### config.mk
export PLATFORM = sky130hd
export DESIGN_NAME = noc_input_port
export DESIGN_NICKNAME = d
export VERILOG_FILES = /design/src/rtl/noc_input_port.sv
export SDC_FILE = /design/constraint.sdc
export NUM_CORES = 1
export LEC_CHECK = 0
export BUFFER_PORTS_ARGS = -buffer_cell sky130_fd_sc_hd__buf_2
export CAP_MARGIN = 5
export CORE_ASPECT_RATIO = 1.1
export CORE_UTILIZATION = 58
export DETAILED_ROUTE_END_ITERATION = 16
export PLACE_DENSITY = 0.91
export SETUP_SLACK_MARGIN = 0.05
export SYNTH_ARGS = -nofsm -noshare
export SYNTH_HDL_FRONTEND = slang
export SYNTH_SLANG_ARGS = --single-unit
### constraint.sdc
create_clock -name clk -period 3.2 [get_ports clk]
set_input_delay 0.16 -clock clk [delete_from_list [all_inputs] [get_ports clk]]
set_output_delay 0.16 -clock clk [all_outputs]
set_load 0.01 [all_outputs]
### src/rtl/noc_input_port.sv
// noc_input_port: requesting side of a mesh router input.
// Buffers single-flit packets in a FIFO, computes the XY route of the head
// flit, raises a one-hot port request and waits for grant/fail. A grant
// forwards the head to the crossbar; a fail backs off for BACKOFF cycles
// and then re-requests.
// Optional build macro NOC_INPUT_RETRY_STATS_EN adds the retry_cnt and
// starved outputs.
module noc_input_port #(
    parameter int DATA_W  = 16,
    parameter int COORD_W = 2,
    parameter int CUR_X   = 0,
    parameter int CUR_Y   = 0,
    parameter int DEPTH   = 4,
    parameter int BACKOFF = 3
) (
    input  logic              clk,
    input  logic              rst_n,      // synchronous, active-high
    input  logic              in_valid,
    input  logic [DATA_W-1:0] in_data,
    output logic              in_ready,
    output logic [2:0]        req,
    input  logic              grant,
    input  logic              fail,
    output logic              out_valid,
    output logic [DATA_W-1:0] out_data,
    output logic [1:0]        out_port
`ifdef NOC_INPUT_RETRY_STATS_EN
    ,
    output logic [7:0]        retry_cnt,
    output logic              starved
`endif
);

    localparam int AW = $clog2(DEPTH);
    localparam int CW = AW + 1;
    localparam int BW = ($clog2(BACKOFF + 1) < 1) ? 1 : $clog2(BACKOFF + 1);
    localparam int HW = 2 * COORD_W;

    typedef enum logic [1:0] {
        S_IDLE,
        S_REQ,
        S_BACKOFF
    } state_e;

    // One-hot route of a flit header: X first, then Y, else local.
    function automatic logic [2:0] route_of(input logic [HW-1:0] hdr);
        logic [COORD_W-1:0] dest_x;
        logic [COORD_W-1:0] dest_y;
        dest_x = hdr[COORD_W-1:0];
        dest_y = hdr[HW-1:COORD_W];
        if (dest_x != COORD_W'(CUR_X))      return 3'b001;
        else if (dest_y != COORD_W'(CUR_Y)) return 3'b010;
        else                                return 3'b100;
    endfunction

    logic [DATA_W-1:0] mem_q [DEPTH];
    logic [AW-1:0]     wr_ptr_q, rd_ptr_q, rd_ptr_nx;
    logic [CW-1:0]     count_q, count_d;
    logic              push, pop, empty;
    logic [DATA_W-1:0] head;
    logic [HW-1:0]     next_hdr;

    state_e            state_q;
    logic [2:0]        req_q;
    logic [BW-1:0]     bo_q;
    logic              out_valid_q;
    logic [DATA_W-1:0] out_data_q;
    logic [1:0]        out_port_q;

    assign in_ready  = (count_q != CW'(DEPTH));
    assign empty     = (count_q == '0);
    assign push      = in_valid && in_ready;
    assign pop       = (state_q == S_REQ) && grant;
    assign head      = mem_q[rd_ptr_q];
    assign rd_ptr_nx = rd_ptr_q + AW'(1);

    // Header of the flit that becomes head after a pop. With a single flit
    // buffered it can only be the one being written in the same cycle.
    assign next_hdr = (count_q > CW'(1)) ? mem_q[rd_ptr_nx][HW-1:0]
                                         : in_data[HW-1:0];

    // Occupancy after this cycle's push/pop.
    always_comb begin
        // NOTE: default assignment first so no path leaves count_d unassigned (no latch).
        count_d = count_q;
        case ({push, pop})
            2'b10:   count_d = count_q + CW'(1);
            2'b01:   count_d = count_q - CW'(1);
            default: count_d = count_q;
        endcase
    end

    // FIFO storage; written only on an accepted upstream flit.
    always_ff @(posedge clk) begin
        // NOTE: storage is not reset; an empty count makes stale entries unreachable.
        if (push) mem_q[wr_ptr_q] <= in_data;
    end

    // FIFO pointers and occupancy counter; pointers wrap modulo DEPTH.
    always_ff @(posedge clk) begin
        if (rst_n) begin
            wr_ptr_q <= '0;
            rd_ptr_q <= '0;
            count_q  <= '0;
        end else begin
            // NOTE: non-blocking so every register samples pre-edge values.
            if (push) wr_ptr_q <= wr_ptr_q + AW'(1);
            if (pop)  rd_ptr_q <= rd_ptr_nx;
            count_q <= count_d;
        end
    end

    // Request FSM with registered req and crossbar outputs.
    always_ff @(posedge clk) begin
        if (rst_n) begin
            state_q     <= S_IDLE;
            req_q       <= '0;
            bo_q        <= '0;
            out_valid_q <= 1'b0;
            out_data_q  <= '0;
            out_port_q  <= '0;
        end else begin
            out_valid_q <= 1'b0;
            case (state_q)
                S_IDLE: begin
                    if (!empty) begin
                        state_q <= S_REQ;
                        req_q   <= route_of(head[HW-1:0]);
                    end
                end
                S_REQ: begin
                    // grant wins over a simultaneous fail
                    if (grant) begin
                        out_valid_q <= 1'b1;
                        out_data_q  <= head;
                        // one-hot X/Y bits map directly onto the 01/10/00 port code
                        out_port_q  <= req_q[1:0];
                        if (count_d != '0) begin
                            req_q <= route_of(next_hdr);
                        end else begin
                            state_q <= S_IDLE;
                            req_q   <= '0;
                        end
                    end else if (fail) begin
                        state_q <= S_BACKOFF;
                        req_q   <= '0;
                        bo_q    <= BW'(BACKOFF);
                    end
                end
                S_BACKOFF: begin
                    if (bo_q == BW'(1)) begin
                        state_q <= S_REQ;
                        req_q   <= route_of(head[HW-1:0]);
                    end else begin
                        bo_q <= bo_q - BW'(1);
                    end
                end
                default: begin
                    state_q <= S_IDLE;
                    req_q   <= '0;
                end
            endcase
        end
    end

    assign req       = req_q;
    assign out_valid = out_valid_q;
    assign out_data  = out_data_q;
    assign out_port  = out_port_q;

`ifdef NOC_INPUT_RETRY_STATS_EN
    logic [7:0] retry_q;
    logic [3:0] fail_run_q;

    // Saturating total-fail count and per-head consecutive-fail run.
    always_ff @(posedge clk) begin
        if (rst_n) begin
            retry_q    <= '0;
            fail_run_q <= '0;
        end else if (state_q == S_REQ) begin
            if (grant) begin
                fail_run_q <= '0;
            end else if (fail) begin
                if (retry_q != 8'hFF) retry_q <= retry_q + 8'd1;
                if (!fail_run_q[3])   fail_run_q <= fail_run_q + 4'd1;
            end
        end
    end

    assign retry_cnt = retry_q;
    assign starved   = fail_run_q[3];
`endif

endmodule

# Word-level counts from Yosys, hierarchy flattened
# Memory sizes are Yosys's and may differ from the RTL's. A register that Yosys moved wholly into a read port is not among the register bits.
# Cells that the tools add are included.
# op_classes
muxes,27
bitwise,1
n_eq_ne,13
reduce_logical,15
n_addsub,5
n_lt_le_gt_ge,1
# ops
operator,count
two-way mux 3 bit,9
two-way mux 2 bit,10
"!= test 2 bit, second input constant",5
nonzero test 2 bit,5
"!= test 3 bit, second input constant",3
one-hot mux 3 bit (3 select lines),1
AND reduction 4 bit,2
"equality test 2 x 1 -> 1 bit, second input constant",3
one-hot mux 2 bit (3 select lines),1
one-hot mux 3 bit (2 select lines),1
"adder 2 x 1 -> 2 bit, second input constant",2
"equality test 2 bit, second input constant",2
two-way mux 4 bit,1
one-hot mux 2 bit (2 select lines),1
"adder 3 x 1 -> 3 bit, second input constant",1
"> comparator 3 x 1 -> 1 bit, second input constant",1
logical NOT 3 bit,1
two-way mux 1 bit,3
AND reduction 3 bit,1
nonzero test 3 bit,1
"subtractor 3 x 1 -> 3 bit, second input constant",1
logical AND 1 bit,2
logical NOT 2 bit,1
AND reduction 2 bit,1
other kinds (3),3
# totals
elab_cells,72
ramBits,64
out_inout_bits,23
in_bits,21
memories,1
ff_bits,33
# mem_list
memory,depth,width,read_ports,rd_ports_with_merged_regs,write_ports,line_no,text
mem_q,4,16,2,1,1,56,logic [DATA_W-1:0] mem_q [DEPTH];

# Depth between registers and ports, before layout
# An unclocked memory read counts as a cell.
# logic_depth
depth_word,9
ltp_mapped,13

# Worst setup path after synthesis
# OpenSTA, ideal clock, no wires.
# synth_timing
path_type,reg2reg
start,register count_q[0]
end,register req_q[2] (netlist: req[2])
stages_incl_launch_ff,13
t_required_ps,3078
setup_ps,122
arrival_ps,2630
period_less_slack_ps,2752
n_path_buf,1
slack_ps,448
path_cell_list,dfxtp_1 > inv_1 > ha_1 > nand2_1 > and2_1 > clkbuf_1 > inv_1 > ha_1 > mux2_4 > or3_1 > a22o_1 > nor4b_1 > a221o_1
# synth_via
elab_chain_cells,8
word_cells_on_any_way,20
# synth_rtl
element,line_no,text
"start, declared",58,"logic [CW-1:0] count_q, count_d;"
"start signal, assigned",109,count_q <= count_d;
!= test 3 bit *,70,assign in_ready = (count_q != CW'(DEPTH));
via in_ready,20,"output logic in_ready,"
logical AND 1 bit *,72,assign push = in_valid && in_ready;
via push,59,"logic push, pop, empty;"
equality test 2 x 1 -> 1 bit or equality test 2 bit (tied branches),86,"case ({push, pop})"
one-hot mux 3 bit (2 select lines) *,86,
nonzero test 3 bit *,138,if (count_d != '0) begin
two-way mux 3 bit *,138,
two-way mux 3 bit *,133,if (grant) begin
one-hot mux 3 bit (3 select lines) *,124,case (state_q)
"end signal, assigned",128,req_q <= route_of(head[HW-1:0]);
"end signal, assigned",139,req_q <= route_of(next_hdr);
"end signal, assigned",153,req_q <= route_of(head[HW-1:0]);
"end, declared",64,logic [2:0] req_q;
# Mark *: on every way through the listed nets, which the timed path passes. The rest lies on a longest branch.
# A chain may end at the register's enable or synchronous reset.

# Worst setup path after layout
# layout_timing
start,register count_q[0]
end,register req_q[2] (netlist: req[2])
# layout_via
elab_chain_cells,8
word_cells_on_any_way,20
# layout_rtl
element,line_no,text
> comparator 3 x 1 -> 1 bit or != test 3 bit (tied branches),"79, 70",
two-way mux 4 bit or logical AND 1 bit (tied branches),"79, 72",
nonzero test 2 bit (tied with other cells),52,else if (dest_y != COORD_W'(CUR_Y)) return 3'b010;
two-way mux 3 bit or one-hot mux 3 bit (2 select lines) (tied branches),"52, 86",
two-way mux 3 bit or nonzero test 3 bit (tied branches),"51, 138",
two-way mux 3 bit,138,
two-way mux 3 bit,133,
one-hot mux 3 bit (3 select lines),124,
# Parallel ways exist; a longest one is shown, timed or not.

==> reports/results.ini <==
[power_and_ir_drop]
p_comb_frac=0.174
ir_worst_vdd_mv=0.3006
power.density_nw_per_um2=605.7
p_int_uw=1952
pwr-share-clk=0.258
leakage_uw=0.001617
p_seq_frac=0.568
power_switching_uw=747.3
p_sw_frac=0.2768

[cts]
numCtsBuffers=9
cts.htree.levels=3
clock-root-buffer=clkbuf_8
cts_resized=0
cts_tree=done
clockBufferDepth=2
clkSlewWorstSetupHoldPaths_ns=0.09
cts_sinks=99
clock_latency_ns=0.36

[sta]
rsz0062_at_grt=false
fmax_mhz=339.1
maxSlewViolCount=0
fin_crit_ns=2.949
fin_crit_sh=0.9216
timing.hold.ws_ns=0.01438
setup_viol=0
tns_ns=0
hold_viol=0
slew_headroom=0.4223
fin_ws_ns=0.2509
finalClockSkew_ns=0.01284
worst_pin_slew_ns=0.8665

[drt]
drt_iter0_markers=149
ant_nets=0
routed_wirelength_um=7354
vias_per_cell=5.855
vias=2471
drc=0
dr.pass1.iters=4
wl_per_cell_um=17.43

[setup_path]
worstReg2RegEnd=req[2]$_SDFFE_PP0P_
r2r_start=count_q[0]$_SDFF_PP0_
r2r_cells=11
slowest_delay_ns=0.44
critPathBufInv=2
critical-path-top-delay-family=simple AND/OR/NAND/NOR gates
critPathArrivalTime_ns=3.20
cp.required_ns=3.45
crit_path_start=count_q[0]$_SDFF_PP0_
path_cells=inv_1 -> ha_1 -> nand2_1 -> and2_1 -> inv_1 -> ha_1 -> mux2_4 -> or3_1 -> a22o_1 -> nor4b_1 -> a221o_1
crit_slowest_cell=dfxtp_1
r2r_setup_slack_ns=0.25
worstSetupPathType=reg2reg
crit_path_end_kind=flip-flop
crit_fanout=6
crit_path_start_kind=flip-flop

[synthesis]
ys_seq_area_frac=0.6519
synth-edff-count=64
syn-cell-area_sq_um=4023
synth_seq_cells=99
synth_cell_type_count=46
syn-num-nets=324
syn_inst=292
synth_ff_type=edfxtp_1
yosysWarnings=0
syn_area_per_cell_sq_um=13.78
synth-async-reset-ratio=0

[global_route]
antenna_found_initial=0
grt_pass1_vias=2404
use_met2=0.3583
met3_usage=0.04796
grt_start_max_net_pins=37
grt_pass1_wl_um=11360
grt_use_total=0.2185
grt-busiest-layer=met2
grt_overflow=0
grt_use_met1=0.2678

[floorplan]
die_height_um=89.35
dieArea_sq_um=7273
core_sq_um=6633
io_pins=44
die_w_um=81.41
start_util=0.6065
num_rows=31

[hold_path]
hp-start=in_data[7]
hold_path.class=in2reg
min_to=mem_q[2][7]$_DFFE_PP_
min_path_cells=1

[cells_and_area]
drive_above_1_share=0.2382
fin_area_sq_um=4457
final_cells=422
antennaDiodeCount=0
final_net_count=367
areaGrowthSynthToFinish_pct=10.79

[run_status]
status=complete, no violations

[placement]
gp_congestion=0.8379
dp_cells=404
io_buffers=43
dp_hpwl_um=5068
pre_cts_slack_ns=0.3143
place_area_sq_um=4272

[job]
maxCapViolCount=0

-- synth_stat cells, types with 4 or more instances --
library cell | n | area (sq um)
nor3_1 | 6 | 30.03
a21oi_1 | 25 | 125.1
nand2_1 | 41 | 153.9
inv_1 | 7 | 26.28
ha_1 | 11 | 137.6
mux4_2 | 18 | 405.4
nor2_1 | 26 | 97.59
a211oi_1 | 4 | 30.03
and3_1 | 4 | 25.02
edfxtp_1 | 64 | 1922
dfxtp_1 | 35 | 700.7
clkbuf_1 | 9 | 33.78
-- metal layers --
metal | vias up | part of all wire
li1 | 1158 | -
met4 | 0 | 0.024
met2 | 75 | 0.51
met5 | - | 0
met3 | 16 | 0.053
met1 | 1222 | 0.41
-- sequential cells by signal (all words and copies together), names as in the netlist, named ones only --
name       cells
bo_q           2
count_q        3
mem_q         64
out_data      16
out_port       2
out_valid      1
rd_ptr_q       2
req            3
state_q        2
wr_ptr_q       2
-- how the worst max path moves through the flow --
stage,to,cells after the start
after CTS,req[2]$_SDFFE_PP0P_,11
after global routing,req[2]$_SDFFE_PP0P_,11
after floorplan,req[2]$_SDFFE_PP0P_,12
after global placement,req[2]$_SDFFE_PP0P_,11
final,req[2]$_SDFFE_PP0P_,11
after detailed placement,req[2]$_SDFFE_PP0P_,11
-- kinds of logic after synthesis --
kind of cell               count (synthesis)  synth area share
AOI/OAI and AO/OA                         43           0.06812
xor gates and xnor gates                   3          0.006533
adders and majority gates                 11           0.03421
buffers and inverters                     24           0.03017
DFF                                       99            0.6519
muxes                                     20            0.1070
and+or+nand+nor                           92            0.1020
-- cells in the final DEF, fill, tap and decap left out, drive strengths merged, types with 4 or more instances in the layout --
cell type	Yosys	routed
a211oi	4	4
a21oi	25	25
and3	4	4
buf	5	46
clkbuf	11	10
dfxtp	35	35
edfxtp	64	64
ha	11	11
inv	8	10
mux4	18	18
nand2	41	41
nor2	26	26
nor3	6	6
-- repair_timing --
item,4_1_cts,5_1_grt
setup buffers,0,0
hold buffers,2,0
hold endpoints to repair,8,0
-- cell type report --
| cell class | instances | area [sq um] |
|---|---|---|
| Multi-Input combinational cell | 169 | 1279 |
| Tap cell | 82 | 102.6 |
| Clock buffer | 10 | 127.6 |
| Clock inverter | 6 | 37.54 |
| Timing Repair Buffer | 48 | 257.7 |
| Sequential cell | 99 | 2623 |
| Fill cell | 458 | 2176 |
| Inverter | 8 | 30.03 |
-- worst register-to-register path: cells and delay by family, from the launching register on --
kind,cells,cell delay (ns)
adders and majority gates,2,0.47
and+or+nand+nor,4,0.91
DFF,1,0.44
buffers and inverters,2,0.18
muxes,1,0.28
AOI/OAI and AO/OA,2,0.56
-- stage by stage --
stage,utilization,power (uW)
global route,0.6719,2814
finish,0.6719,2700
CTS,0.6719,2709
floorplan,-,1893
detailed placement,0.6440,2027
global placement,0.6440,1999
-- power by group through the flow --
stage                     Clock (uW)  Sequential, uW  Combinational, uW
after floorplan                    0            1540                354
after global placement             0            1560                444
after detailed placement           0            1560                464
after CTS                        707            1530                468
after global routing             751            1550                517
final                            697            1530                469
Note: power is estimated with default switching activity, not from simulation.
